### config.mk
export PLATFORM = sky130hd
export DESIGN_NAME = fetch_sequencer
export DESIGN_NICKNAME = d
export VERILOG_FILES = /design/src/rtl/fetch_pkg.sv /design/src/rtl/fetch_queue.sv /design/src/rtl/fetch_sequencer.sv
export SDC_FILE = /design/constraint.sdc
export NUM_CORES = 1
export LEC_CHECK = 0
export CORE_MARGIN = 8
export CORE_UTILIZATION = 38
export CTS_CLUSTER_DIAMETER = 80
export DETAILED_ROUTE_END_ITERATION = 8
export GPL_ROUTABILITY_DRIVEN = 0
export MAX_ROUTING_LAYER = met4
export PLACE_DENSITY = 0.72
export SLEW_MARGIN = 5
export SYNTH_ARGS = -nofsm -noshare
export SYNTH_HDL_FRONTEND = slang
export SYNTH_SLANG_ARGS = --single-unit
### constraint.sdc
create_clock -name clk -period 17 [get_ports clk]
set_input_delay 3.4 -clock clk [delete_from_list [all_inputs] [get_ports clk]]
set_output_delay 3.4 -clock clk [all_outputs]
set_load 0.05 [all_outputs]
### src/rtl/fetch_pkg.sv
// Shared types and widths for the fetch sequencer and its queue.
package fetch_pkg;

  localparam int unsigned ADDR_W  = 72;
  localparam int unsigned INSTR_W = 72;
  localparam int unsigned PC_STEP = 8;

  typedef enum logic {
    RUN  = 1'b0,
    HALT = 1'b1
  } fetch_state_t;

  typedef struct packed {
    logic [INSTR_W-1:0] instr;
    logic [ADDR_W-1:0]  pc;
  } fetch_entry_t;

endpackage

### src/rtl/fetch_queue.sv
// Circular FIFO of fetched {instr, pc} entries with flush and same-cycle push/pop.
module fetch_queue
  import fetch_pkg::*;
#(
  parameter int unsigned DEPTH = 2
) (
  input  logic                   clk,
  input  logic                   reset,
  input  logic                   flush,
  input  logic                   push,
  input  fetch_entry_t           push_entry,
  input  logic                   pop,
  output fetch_entry_t           head,
  output logic                   valid,
  output logic [$clog2(DEPTH):0] count
);

  localparam int unsigned PTR_W = $clog2(DEPTH);
  localparam int unsigned CNT_W = PTR_W + 1;

  fetch_entry_t     mem [DEPTH];
  logic [PTR_W-1:0] rd_ptr;
  logic [PTR_W-1:0] wr_ptr;
  logic             pop_ok;
  logic             push_ok;

  // Pop only a valid head; push into a full queue only when the head leaves.
  always_comb begin
    pop_ok  = pop && (count != '0);
    push_ok = push && ((count < CNT_W'(DEPTH)) || pop_ok);
  end

  // Storage, pointers and occupancy.
  always_ff @(posedge clk or posedge reset) begin
    if (reset) begin
      for (int i = 0; i < int'(DEPTH); i++) mem[i] <= '0;
      rd_ptr <= '0;
      wr_ptr <= '0;
      count  <= '0;
    end else if (flush) begin
      rd_ptr <= '0;
      wr_ptr <= '0;
      count  <= '0;
    end else begin
      if (push_ok) begin
        mem[wr_ptr] <= push_entry;
        wr_ptr      <= wr_ptr + PTR_W'(1);
      end
      if (pop_ok) rd_ptr <= rd_ptr + PTR_W'(1);
      case ({push_ok, pop_ok})
        2'b10:   count <= count + CNT_W'(1);
        2'b01:   count <= count - CNT_W'(1);
        default: count <= count;
      endcase
    end
  end

  assign head  = mem[rd_ptr];
  assign valid = (count != '0);

endmodule

### src/rtl/fetch_sequencer.sv
// PC and RUN/HALT control feeding decode from a combinational instruction memory.
module fetch_sequencer
  import fetch_pkg::*;
#(
  parameter int unsigned       DEPTH    = 2,
  parameter logic [ADDR_W-1:0] RESET_PC = '0
) (
  input  logic               clk,
  input  logic               reset,
  output logic [ADDR_W-1:0]  imem_addr,
  input  logic [INSTR_W-1:0] imem_instr,
  input  logic               redirect_valid,
  input  logic [ADDR_W-1:0]  redirect_pc,
  input  logic               halt_req,
  output logic               out_valid,
  output logic [INSTR_W-1:0] out_instr,
  output logic [ADDR_W-1:0]  out_pc,
  input  logic               out_ready,
  output logic               halted,
  output logic               misalign
);

  localparam int unsigned CNT_W = $clog2(DEPTH) + 1;

  fetch_state_t     state;
  logic [ADDR_W-1:0] pc;
  logic [CNT_W-1:0] count;
  logic             pop;
  logic             fetch;
  fetch_entry_t     head;
  fetch_entry_t     new_entry;

  // Fetch when running, nothing higher priority, and the queue has or frees a slot.
  always_comb begin
    pop             = out_valid && out_ready;
    fetch           = (state == RUN) && !redirect_valid && !halt_req &&
                      ((count < CNT_W'(DEPTH)) || pop);
    new_entry.instr = imem_instr;
    new_entry.pc    = pc;
  end

  // PC, state and misalign pulse; redirect beats halt beats fetch.
  always_ff @(posedge clk or posedge reset) begin
    if (reset) begin
      state    <= RUN;
      pc       <= RESET_PC;
      misalign <= 1'b0;
    end else begin
      misalign <= redirect_valid && (redirect_pc[2:0] != 3'b000);
      if (redirect_valid) begin
        state <= RUN;
        pc    <= {redirect_pc[ADDR_W-1:3], 3'b000};
      end else if ((state == RUN) && halt_req) begin
        state <= HALT;
      end else if (fetch) begin
        pc <= pc + ADDR_W'(PC_STEP);
      end
    end
  end

  fetch_queue #(
    .DEPTH(DEPTH)
  ) u_queue (
    .clk       (clk),
    .reset     (reset),
    .flush     (redirect_valid),
    .push      (fetch),
    .push_entry(new_entry),
    .pop       (pop),
    .head      (head),
    .valid     (out_valid),
    .count     (count)
  );

  assign imem_addr = pc;
  assign out_instr = head.instr;
  assign out_pc    = head.pc;
  assign halted    = (state == HALT);

endmodule

==> impl_metrics.env, run 1 <==
export IMPL_p_leak_nw=8.84
export IMPL_intPower_mw=2.13
export IMPL_postCtsHoldBufs=0
export IMPL_multi_input_area_um2=7290
export IMPL_ctsHtreeMaxLevel=2
export IMPL_required_ns=13.60
export IMPL_setup_tns_ns=0
export IMPL_tritoncts="done"
export IMPL_power_density_nw_per_um2=149
export IMPL_peakVddDrop_v=0.0000891
export IMPL_comb_power_share_pct=35.5
export IMPL_grt_antenna_before_repair=6
export IMPL_wl_um=48200
export IMPL_total_power_mw=3.29
export IMPL_post_cts_buffers=0
export IMPL_end_kind="output port"
export IMPL_switchingPower_mw=1.16
export IMPL_async_flop_share_pct=100
export IMPL_rsz0062_at_grt="no"
export IMPL_fp_coreArea_um2=43100
export IMPL_seq_area_frac_synth_pct=53.8
export IMPL_critPathLaunchType="flip-flop"
export IMPL_ys_ff_latch=357
export IMPL_grt_pass1_vias=12600
export IMPL_clockBufferDepth=3
export IMPL_fin_skew_ns=0.0186
export IMPL_rows=76
export IMPL_swShare_pct=35.2
export IMPL_clk_latency_ns=0.55
export IMPL_clkTransAtPathRegs_ns=0.06
export IMPL_path_class="flip-flop to output port"
export IMPL_setup_violations=0
export IMPL_yosys_warnings=0
export IMPL_slew_violations=0
export IMPL_drc=0
export IMPL_die_y_um=225
export IMPL_hpwlAfterDp_um=33600
export IMPL_die_w_um=225
export IMPL_synth_edf_count=0
export IMPL_fin_ws_ns=9.59
export IMPL_layout_commonest_cell="mux2_2"
export IMPL_area_growth_pct=33.0
export IMPL_status="completed"
export IMPL_fillCellCount=3771
export IMPL_cts_buffers=40
export IMPL_maxSlewHeadroom_pct=30.0
export IMPL_grt_pass1_wl_um=74800
export IMPL_yosysUniqueCellTypes=53
export IMPL_pwr_share_seq_pct=37.3
export IMPL_regArea_um2=8940
export IMPL_hold_viol_final=0
export IMPL_p_clk_share_pct=27.1
export IMPL_max_freq_mhz=135
export IMPL_cts_num_sinks=357
export IMPL_hold_path_class="flip-flop to flip-flop"
export IMPL_dr_pass1_iters=5
export IMPL_port_buffer_count=361
export IMPL_drive_above_1_share_pct=30.7
export IMPL_tightest_slew_ns=1.05
export IMPL_ctsRootBufferMaster="clkbuf_16"
export IMPL_final_core_util_pct=51.3
export IMPL_dp_slack_ns=9.57
export IMPL_synth_ff_type="dfrtp_1"
export IMPL_vias=11800
export IMPL_drv_cap=0
export IMPL_dr_first_iter_drc_count=579
export IMPL_grt_remaining_overflow=0
export IMPL_viasPerCell=5.23
export IMPL_start_util_pct=38.6
export IMPL_syn_area_um2=16600
export IMPL_synth_avg_cell_area_um2=12.8
export IMPL_timing_final_crit_period_ns=7.41
export IMPL_layout_nets=1786
export IMPL_final_cell_mix="mux2_2, clkdlybuf4s50_1, dfrtp_1"
export IMPL_fin_crit_sh_pct=43.6
export IMPL_die_area_um2=50700
export IMPL_grt_max_degree=150
export IMPL_grtUsageTotal_pct=19.2
export IMPL_drtAntennaViolNets=0
export IMPL_ios=368
export IMPL_crit_fanout=65
export IMPL_cp_data_arrival_time_ns=4.01
export IMPL_postSynthCellCount=1299
export IMPL_wl_per_cell_um=21.4
export IMPL_postCtsResizedCells=0
## metal layers
layer | up-vias | GRT usage [%] | share of wire (%)
met5 | - | - | 0
met4 | 0 | 6.14 | 2.6
met3 | 77 | 5.24 | 6.8
met2 | 341 | 30.1 | 47
met1 | 5952 | 24.1 | 43
li1 | 5434 | - | -
## critical path, stage by stage (launching register included)
cell and delay, ns:
dfrtp_4 0.68, buf_4 0.69, buf_4 0.85, mux2_2 0.43, clkdlybuf4s50_1 0.72
## cells in the mapped netlist, drive strengths merged, types with 2 or more instances
cell type | count | area share, %
inv | 10 | 0.23
nand3 | 32 | 1.0
and4 | 5 | 0.26
buf | 37 | 1.3
o21ai | 42 | 1.3
o311ai | 3 | 0.16
mux2 | 418 | 28
nor4 | 11 | 0.66
o31ai | 22 | 0.99
a311oi | 3 | 0.16
a211o | 2 | 0.11
nor3 | 12 | 0.45
clkbuf | 47 | 1.1
or2 | 4 | 0.15
nand3b | 3 | 0.14
nand2b | 3 | 0.11
nor2 | 53 | 1.2
o31a | 2 | 0.11
xor2 | 16 | 0.84
or3 | 11 | 0.41
nand2 | 72 | 1.6
dfrtp | 357 | 54
o21a | 2 | 0.090
o211ai | 3 | 0.14
nand4 | 31 | 1.2
a31oi | 32 | 1.2
and3 | 14 | 0.53
and2 | 4 | 0.15
xnor2 | 10 | 0.53
or4 | 25 | 1.1
nor2b | 3 | 0.11
## flip-flops by register name (all words and copies together), names as in the netlist
| signal | count |
|---|---|
| misalign | 1 |
| u_queue.wr_ptr | 1 |
| u_queue.count | 2 |
| imem_addr | 69 |
| u_queue.rd_ptr | 1 |
| u_queue.mem | 282 |
| halted | 1 |
## power by group through the flow
stage | Clock (mW) | Combinational (mW) | Sequential, mW
final | 0.892 | 1.17 | 1.23
after CTS | 0.921 | 1.18 | 1.23
after global placement | 0 | 1.16 | 1.22
after detailed placement | 0 | 1.18 | 1.24
after global routing | 0.954 | 1.23 | 1.26
after floorplan | 0 | 0.792 | 1.24
## path summary, 6_finish.rpt
kind,startpoint,end,slack (ns),depth (start not counted)
min in group asynchronous,reset,misalign$_DFF_PP0_,3.43,2
max in group asynchronous,reset,u_queue.rd_ptr$_DFFE_PP0P_,11.80,3
worst max register to register,u_queue.count[1]$_DFFE_PP0P_,u_queue.mem[91]$_DFFE_PP0P_,13.11,6
worst max-delay path,u_queue.rd_ptr$_DFFE_PP0P_,out_pc[70],9.59,4
worst min register to register,u_queue.mem[18]$_DFFE_PP0P_,u_queue.mem[18]$_DFFE_PP0P_,0.48,2
worst min-delay path,u_queue.mem[18]$_DFFE_PP0P_,u_queue.mem[18]$_DFFE_PP0P_,0.48,2
## through the flow
| step | cells | hold slack [ns] | area (µm²) |
|---|---|---|---|
| finish | 2256 | 0.479 | 22100 |
| global route | 2256 | 0.503 | 22100 |
| CTS | 2250 | 0.484 | 22100 |
| detailed placement | 2179 | 0.471 | 20700 |
| global placement | 2179 | 0.475 | 20700 |
| floorplan | 1304 | 0.444 | 16600 |
## cells by family (layout without fill, tap and decap cells)
kind of cell	Yosys count	after routing	synth area share, %
xor+xnor	26	26	1.37
buf+inv	94	455	2.61
other cells	1	12	0.0226
mux	419	419	28.4
simple gates	286	286	9.32
fa+ha+maj	1	1	0.0753
flops	357	357	53.8
compound gates	115	115	4.43
## final cells by class
class | count | area share, %
Clock buffer | 61 | 5.44
Clock inverter | 10 | 0.736
Multi-Input combinational cell | 853 | 33.0
Antenna cell | 6 | 0.0679
Sequential cell | 357 | 40.4
Timing Repair Buffer | 374 | 16.8
Tap cell | 585 | 3.31
Inverter | 10 | 0.204
Note: power is estimated with default switching activity, not from simulation.
==> inputs of run 2 (changes only) <==
==> constraint.sdc (replaced) <==
create_clock -name clk -period 7.7 [get_ports clk]
set_input_delay 1.54 -clock clk [delete_from_list [all_inputs] [get_ports clk]]
set_output_delay 1.54 -clock clk [all_outputs]
set_load 0.05 [all_outputs]
==> impl_metrics.env, run 2 (same netlist as run 1, synthesis figures left out) <==
export IMPL_rsz0062_at_grt="no"
export IMPL_placed_area_um2=20800
export IMPL_p_clk_share_pct=27.6
export IMPL_drt_met1_wl_um=21000
export IMPL_fin_ws_ns=2.87
export IMPL_fin_skew_ns=0.0157
export IMPL_tritoncts="done"
export IMPL_hold_path_class="flip-flop to flip-flop"
export IMPL_grt_pass1_vias=12700
export IMPL_grt_antenna_before_repair=2
export IMPL_layout_commonest_cell="mux2_2"
export IMPL_cp_data_arrival_time_ns=3.29
export IMPL_switchingPower_mw=2.58
export IMPL_grt_remaining_overflow=0
export IMPL_drv_cap=0
export IMPL_timing_final_crit_period_ns=4.83
export IMPL_hpwlAfterDp_um=33500
export IMPL_vias=11800
export IMPL_grt_pass1_wl_um=75000
export IMPL_cpPeakStageDelay_ns=0.94
export IMPL_end_kind="output port"
export IMPL_crit_fanout=92
export IMPL_slew_violations=0
export IMPL_grtUsageTotal_pct=19.3
export IMPL_maxSlewHeadroom_pct=34.7
export IMPL_intPower_mw=4.73
export IMPL_drtAntennaViolNets=0
export IMPL_critPathLaunchType="flip-flop"
export IMPL_viasPerCell=5.24
export IMPL_power_density_nw_per_um2=330
export IMPL_postCtsHoldBufs=0
export IMPL_final_cell_mix="mux2_2, clkdlybuf4s50_1, dfrtp_1"
export IMPL_max_freq_mhz=207
export IMPL_area_growth_pct=33.5
export IMPL_postCtsResizedCells=0
export IMPL_p_leak_nw=8.90
export IMPL_die_w_um=225
export IMPL_grt_max_degree=156
export IMPL_wl_per_cell_um=21.5
export IMPL_dr_first_iter_drc_count=725
export IMPL_rows=76
export IMPL_path_class="flip-flop to output port"
export IMPL_pwr_share_seq_pct=37.2
export IMPL_wl_met2_um=23300
export IMPL_post_cts_buffers=0
export IMPL_die_area_um2=50700
export IMPL_setup_tns_ns=0
export IMPL_comb_power_share_pct=35.2
export IMPL_tightest_slew_ns=0.979
export IMPL_start_util_pct=38.6
export IMPL_setup_violations=0
export IMPL_ctsRootBufferMaster="clkbuf_16"
export IMPL_clk_latency_ns=0.55
export IMPL_clkTransAtPathRegs_ns=0.06
export IMPL_largest_register="u_queue.mem"
export IMPL_layout_nets=1791
export IMPL_port_buffer_count=361
export IMPL_wl_um=48600
export IMPL_fin_crit_sh_pct=62.7
export IMPL_stdcell_area_um2=22200
export IMPL_dr_pass1_iters=4
export IMPL_die_y_um=225
export IMPL_swShare_pct=35.3
export IMPL_ios=368
export IMPL_drive_above_1_share_pct=31.1
export IMPL_cts_num_sinks=357
export IMPL_cp_slowest_cell="dfrtp_4"
export IMPL_ctsHtreeMaxLevel=2
export IMPL_fp_coreArea_um2=43100
export IMPL_path_cells="buf_12, mux2_2, clkdlybuf4s50_1"
export IMPL_status="completed"
export IMPL_required_ns=6.16
export IMPL_largest_reg_flops=282
export IMPL_dp_slack_ns=3.19
export IMPL_hold_viol_final=0
export IMPL_total_power_mw=7.31
export IMPL_peakVddDrop_v=0.000234
export IMPL_drc=0
export IMPL_dr_max_layer_used="met4"
export IMPL_wl_met3_um=3140
export IMPL_clockBufferDepth=3
export IMPL_cts_buffers=42
==> run 2: through the flow <==
| step | util [%] | hold slack (ns) | cells |
|---|---|---|---|
| after floorplan | - | 0.444 | 1304 |
| after global placement | 48.2 | 0.462 | 2182 |
| after detailed placement | 48.2 | 0.465 | 2182 |
| after CTS | 51.5 | 0.481 | 2257 |
| after global routing | 51.5 | 0.510 | 2259 |
| final | 51.5 | 0.476 | 2259 |
==> run 2: path summary, 6_finish.rpt <==
| path | slack (ns) | endpoint | from | cells past startpoint |
|---|---|---|---|---|
| max in group asynchronous | 4.61 | halted$_DFFE_PP0P_ | reset | 4 |
| setup reg to reg | 4.65 | imem_addr[57]$_DFFE_PP0P_ | imem_addr[9]$_DFFE_PP0P_ | 5 |
| setup / recovery | 2.87 | out_pc[18] | u_queue.rd_ptr$_DFFE_PP0P_ | 3 |
| min in group asynchronous | 1.39 | u_queue.mem[208]$_DFFE_PP0P_ | reset | 2 |
| hold / removal | 0.48 | u_queue.mem[36]$_DFFE_PP0P_ | u_queue.mem[36]$_DFFE_PP0P_ | 2 |
| hold reg to reg | 0.48 | u_queue.mem[36]$_DFFE_PP0P_ | u_queue.mem[36]$_DFFE_PP0P_ | 2 |
==> run 2: final cells by class <==
cell class / instances / area, µm²
Fill cell: 3719 / 20900
Sequential cell: 357 / 8940
Multi-Input combinational cell: 853 / 7290
Timing Repair Buffer: 377 / 3770
Clock buffer: 60 / 1250
Tap cell: 585 / 732
Clock inverter: 15 / 164
Inverter: 10 / 41.3
Antenna cell: 2 / 5.00
==> run 2: metal layers <==
layer | vias up | global-route usage, %
met3 | 72 | 4.93
met5 | - | -
li1 | 5420 | -
met2 | 375 | 31.0
met1 | 5979 | 24.2
met4 | 0 | 4.93
==> run 2: power groups by stage <==
stage / registers [mW] / clock network, mW / logic [mW]
2_1_floorplan: 2.75 / 0 / 1.75
3_3_place_gp: 2.70 / 0 / 2.56
3_5_place_dp: 2.74 / 0 / 2.59
4_1_cts: 2.72 / 2.08 / 2.60
5_1_grt: 2.79 / 2.16 / 2.70
6_report: 2.72 / 2.02 / 2.57
==> run 2: critical path, delay by kind of cell, from the launching register on <==
kind	cells	cell delay [ns]
flops	1	0.94
mux	1	0.43
buf+inv	2	1.21
==> inputs of run 3 (changes only) <==
==> constraint.sdc (replaced) <==
create_clock -name clk -period 4.62 [get_ports clk]
set_input_delay 0.924 -clock clk [delete_from_list [all_inputs] [get_ports clk]]
set_output_delay 0.924 -clock clk [all_outputs]
set_load 0.05 [all_outputs]
==> impl_metrics.env, run 3 (same netlist as run 1, synthesis figures left out) <==
export IMPL_swShare_pct=34.6
export IMPL_fin_crit_sh_pct=79.5
export IMPL_clk_latency_ns=0.56
export IMPL_cts_num_sinks=357
export IMPL_grtUsageTotal_pct=19.3
export IMPL_peakVddDrop_v=0.000302
export IMPL_pwr_share_seq_pct=36.3
export IMPL_setup_violations=0
export IMPL_drtAntennaViolNets=0
export IMPL_cp_data_arrival_time_ns=2.75
export IMPL_path_class="flip-flop to output port"
export IMPL_post_cts_buffers=0
export IMPL_grt_max_degree=119
export IMPL_drc=0
export IMPL_wl_um=48600
export IMPL_end_kind="output port"
export IMPL_fin_ws_ns=0.949
export IMPL_crit_fanout=102
export IMPL_comb_power_share_pct=34.7
export IMPL_maxSlewHeadroom_pct=45.6
export IMPL_layout_nets=1792
export IMPL_wl_met2_um=23400
export IMPL_fin_skew_ns=0.0122
export IMPL_dr_max_layer_used="met4"
export IMPL_stdcell_area_um2=22400
export IMPL_dr_pass1_iters=4
export IMPL_switchingPower_mw=4.30
export IMPL_tightest_slew_ns=0.816
export IMPL_p_clk_share_pct=29.0
export IMPL_cts_buffers=41
export IMPL_ios=368
export IMPL_die_area_um2=50700
export IMPL_clkTransAtPathRegs_ns=0.06
export IMPL_layout_commonest_cell="mux2_2"
export IMPL_grt_pass1_vias=12700
export IMPL_port_buffer_count=361
export IMPL_dp_slack_ns=1.09
export IMPL_postCtsHoldBufs=0
export IMPL_largest_register="u_queue.mem"
export IMPL_ctsRootBufferMaster="clkbuf_16"
export IMPL_placed_area_um2=20800
export IMPL_hold_viol_final=0
export IMPL_vias=11900
export IMPL_postCtsResizedCells=0
export IMPL_ctsHtreeMaxLevel=2
export IMPL_required_ns=3.70
export IMPL_area_growth_pct=34.6
export IMPL_rows=76
export IMPL_hold_path_class="flip-flop to flip-flop"
export IMPL_max_freq_mhz=272
export IMPL_drv_cap=0
export IMPL_viasPerCell=5.27
export IMPL_rsz0062_at_grt="no"
export IMPL_drive_above_1_share_pct=31.4
export IMPL_wl_met3_um=3640
export IMPL_hpwlAfterDp_um=33800
export IMPL_wl_per_cell_um=21.5
export IMPL_clockBufferDepth=3
export IMPL_grt_antenna_before_repair=6
export IMPL_cp_slowest_cell="clkdlybuf4s50_1"
export IMPL_path_cells="buf_12, mux2_2, clkdlybuf4s50_1"
export IMPL_start_util_pct=38.6
export IMPL_largest_reg_flops=282
export IMPL_grt_remaining_overflow=0
export IMPL_dr_first_iter_drc_count=601
export IMPL_grt_pass1_wl_um=75000
export IMPL_cpPeakStageDelay_ns=0.74
export IMPL_drt_met1_wl_um=20300
export IMPL_die_y_um=225
export IMPL_power_density_nw_per_um2=556
export IMPL_intPower_mw=8.13
export IMPL_slew_violations=0
export IMPL_timing_final_crit_period_ns=3.67
export IMPL_critPathLaunchType="flip-flop"
export IMPL_tritoncts="done"
export IMPL_die_w_um=225
export IMPL_status="completed"
export IMPL_fp_coreArea_um2=43100
export IMPL_final_cell_mix="mux2_2, clkdlybuf4s50_1, dfrtp_1"
export IMPL_p_leak_nw=8.97
## run 3: changes by cell type in the layout (fill, tap and decap cells not counted)
cell / before / now
clkinvlp_4: 2 / 3
diode_2: 2 / 7
inv_6: 3 / 1
buf_4: 13 / 11
bufinv_16: 3 / 8
clkinv_2: 8 / 6
clkbuf_1: 8 / 4
clkbuf_8: 7 / 10
buf_12: 3 / 7
clkbuf_16: 45 / 43
## run 3: routing by layer
layer,track usage [%],up-vias
li1,-,5458
met1,23.3,6038
met2,31.1,368
met3,5.86,79
met4,5.47,0
met5,-,-
## run 3: path summary, 6_finish.rpt
path / startpoint / endpoint / slack (ns) / depth (start not counted)
worst max-delay path: u_queue.rd_ptr$_DFFE_PP0P_ / out_pc[36] / 0.95 / 3
worst min-delay path: u_queue.mem[18]$_DFFE_PP0P_ / u_queue.mem[18]$_DFFE_PP0P_ / 0.48 / 2
worst min register to register: u_queue.mem[18]$_DFFE_PP0P_ / u_queue.mem[18]$_DFFE_PP0P_ / 0.48 / 2
min in group asynchronous: reset / u_queue.mem[73]$_DFFE_PP0P_ / 0.85 / 2
worst max register to register: imem_addr[31]$_DFFE_PP0P_ / imem_addr[63]$_DFFE_PP0P_ / 1.86 / 5
max in group asynchronous: reset / imem_addr[17]$_DFFE_PP0P_ / 2.67 / 3
## run 3: power groups by stage
stage | Combinational (mW) | Clock [mW] | Sequential (mW)
after floorplan | 2.91 | 0 | 4.58
after global placement | 4.28 | 0 | 4.48
after detailed placement | 4.35 | 0 | 4.56
after CTS | 4.37 | 3.72 | 4.51
after global routing | 4.53 | 3.84 | 4.63
final | 4.31 | 3.61 | 4.51
## run 3: cell type report
cell class                      count  area [µm²]
Fill cell                        3730       20700
Sequential cell                   357        8940
Multi-Input combinational cell    853        7290
Timing Repair Buffer              379        3830
Clock buffer                       57        1230
Tap cell                          585         732
Clock inverter                     17         294
Inverter                           10        41.3
Antenna cell                        7        17.5
## run 3: worst max-delay path: cells and delay by family, from the launching register on
family	cells	cell delay [ns]
multiplexers	1	0.42
flip-flops	1	0.42
buffers and inverters	2	1.09
## run 3: stage by stage
stage	cells	hold WS, ns	utilization (%)	TNS, ns	power [mW]
2_1_floorplan	1304	0.444	-	-388.53	7.49
3_3_place_gp	2184	0.459	48.4	0	8.76
3_5_place_dp	2184	0.473	48.4	0	8.91
4_1_cts	2258	0.490	51.9	0	12.6
5_1_grt	2264	0.504	51.9	0	13.0
6_report	2265	0.484	51.9	0	12.4
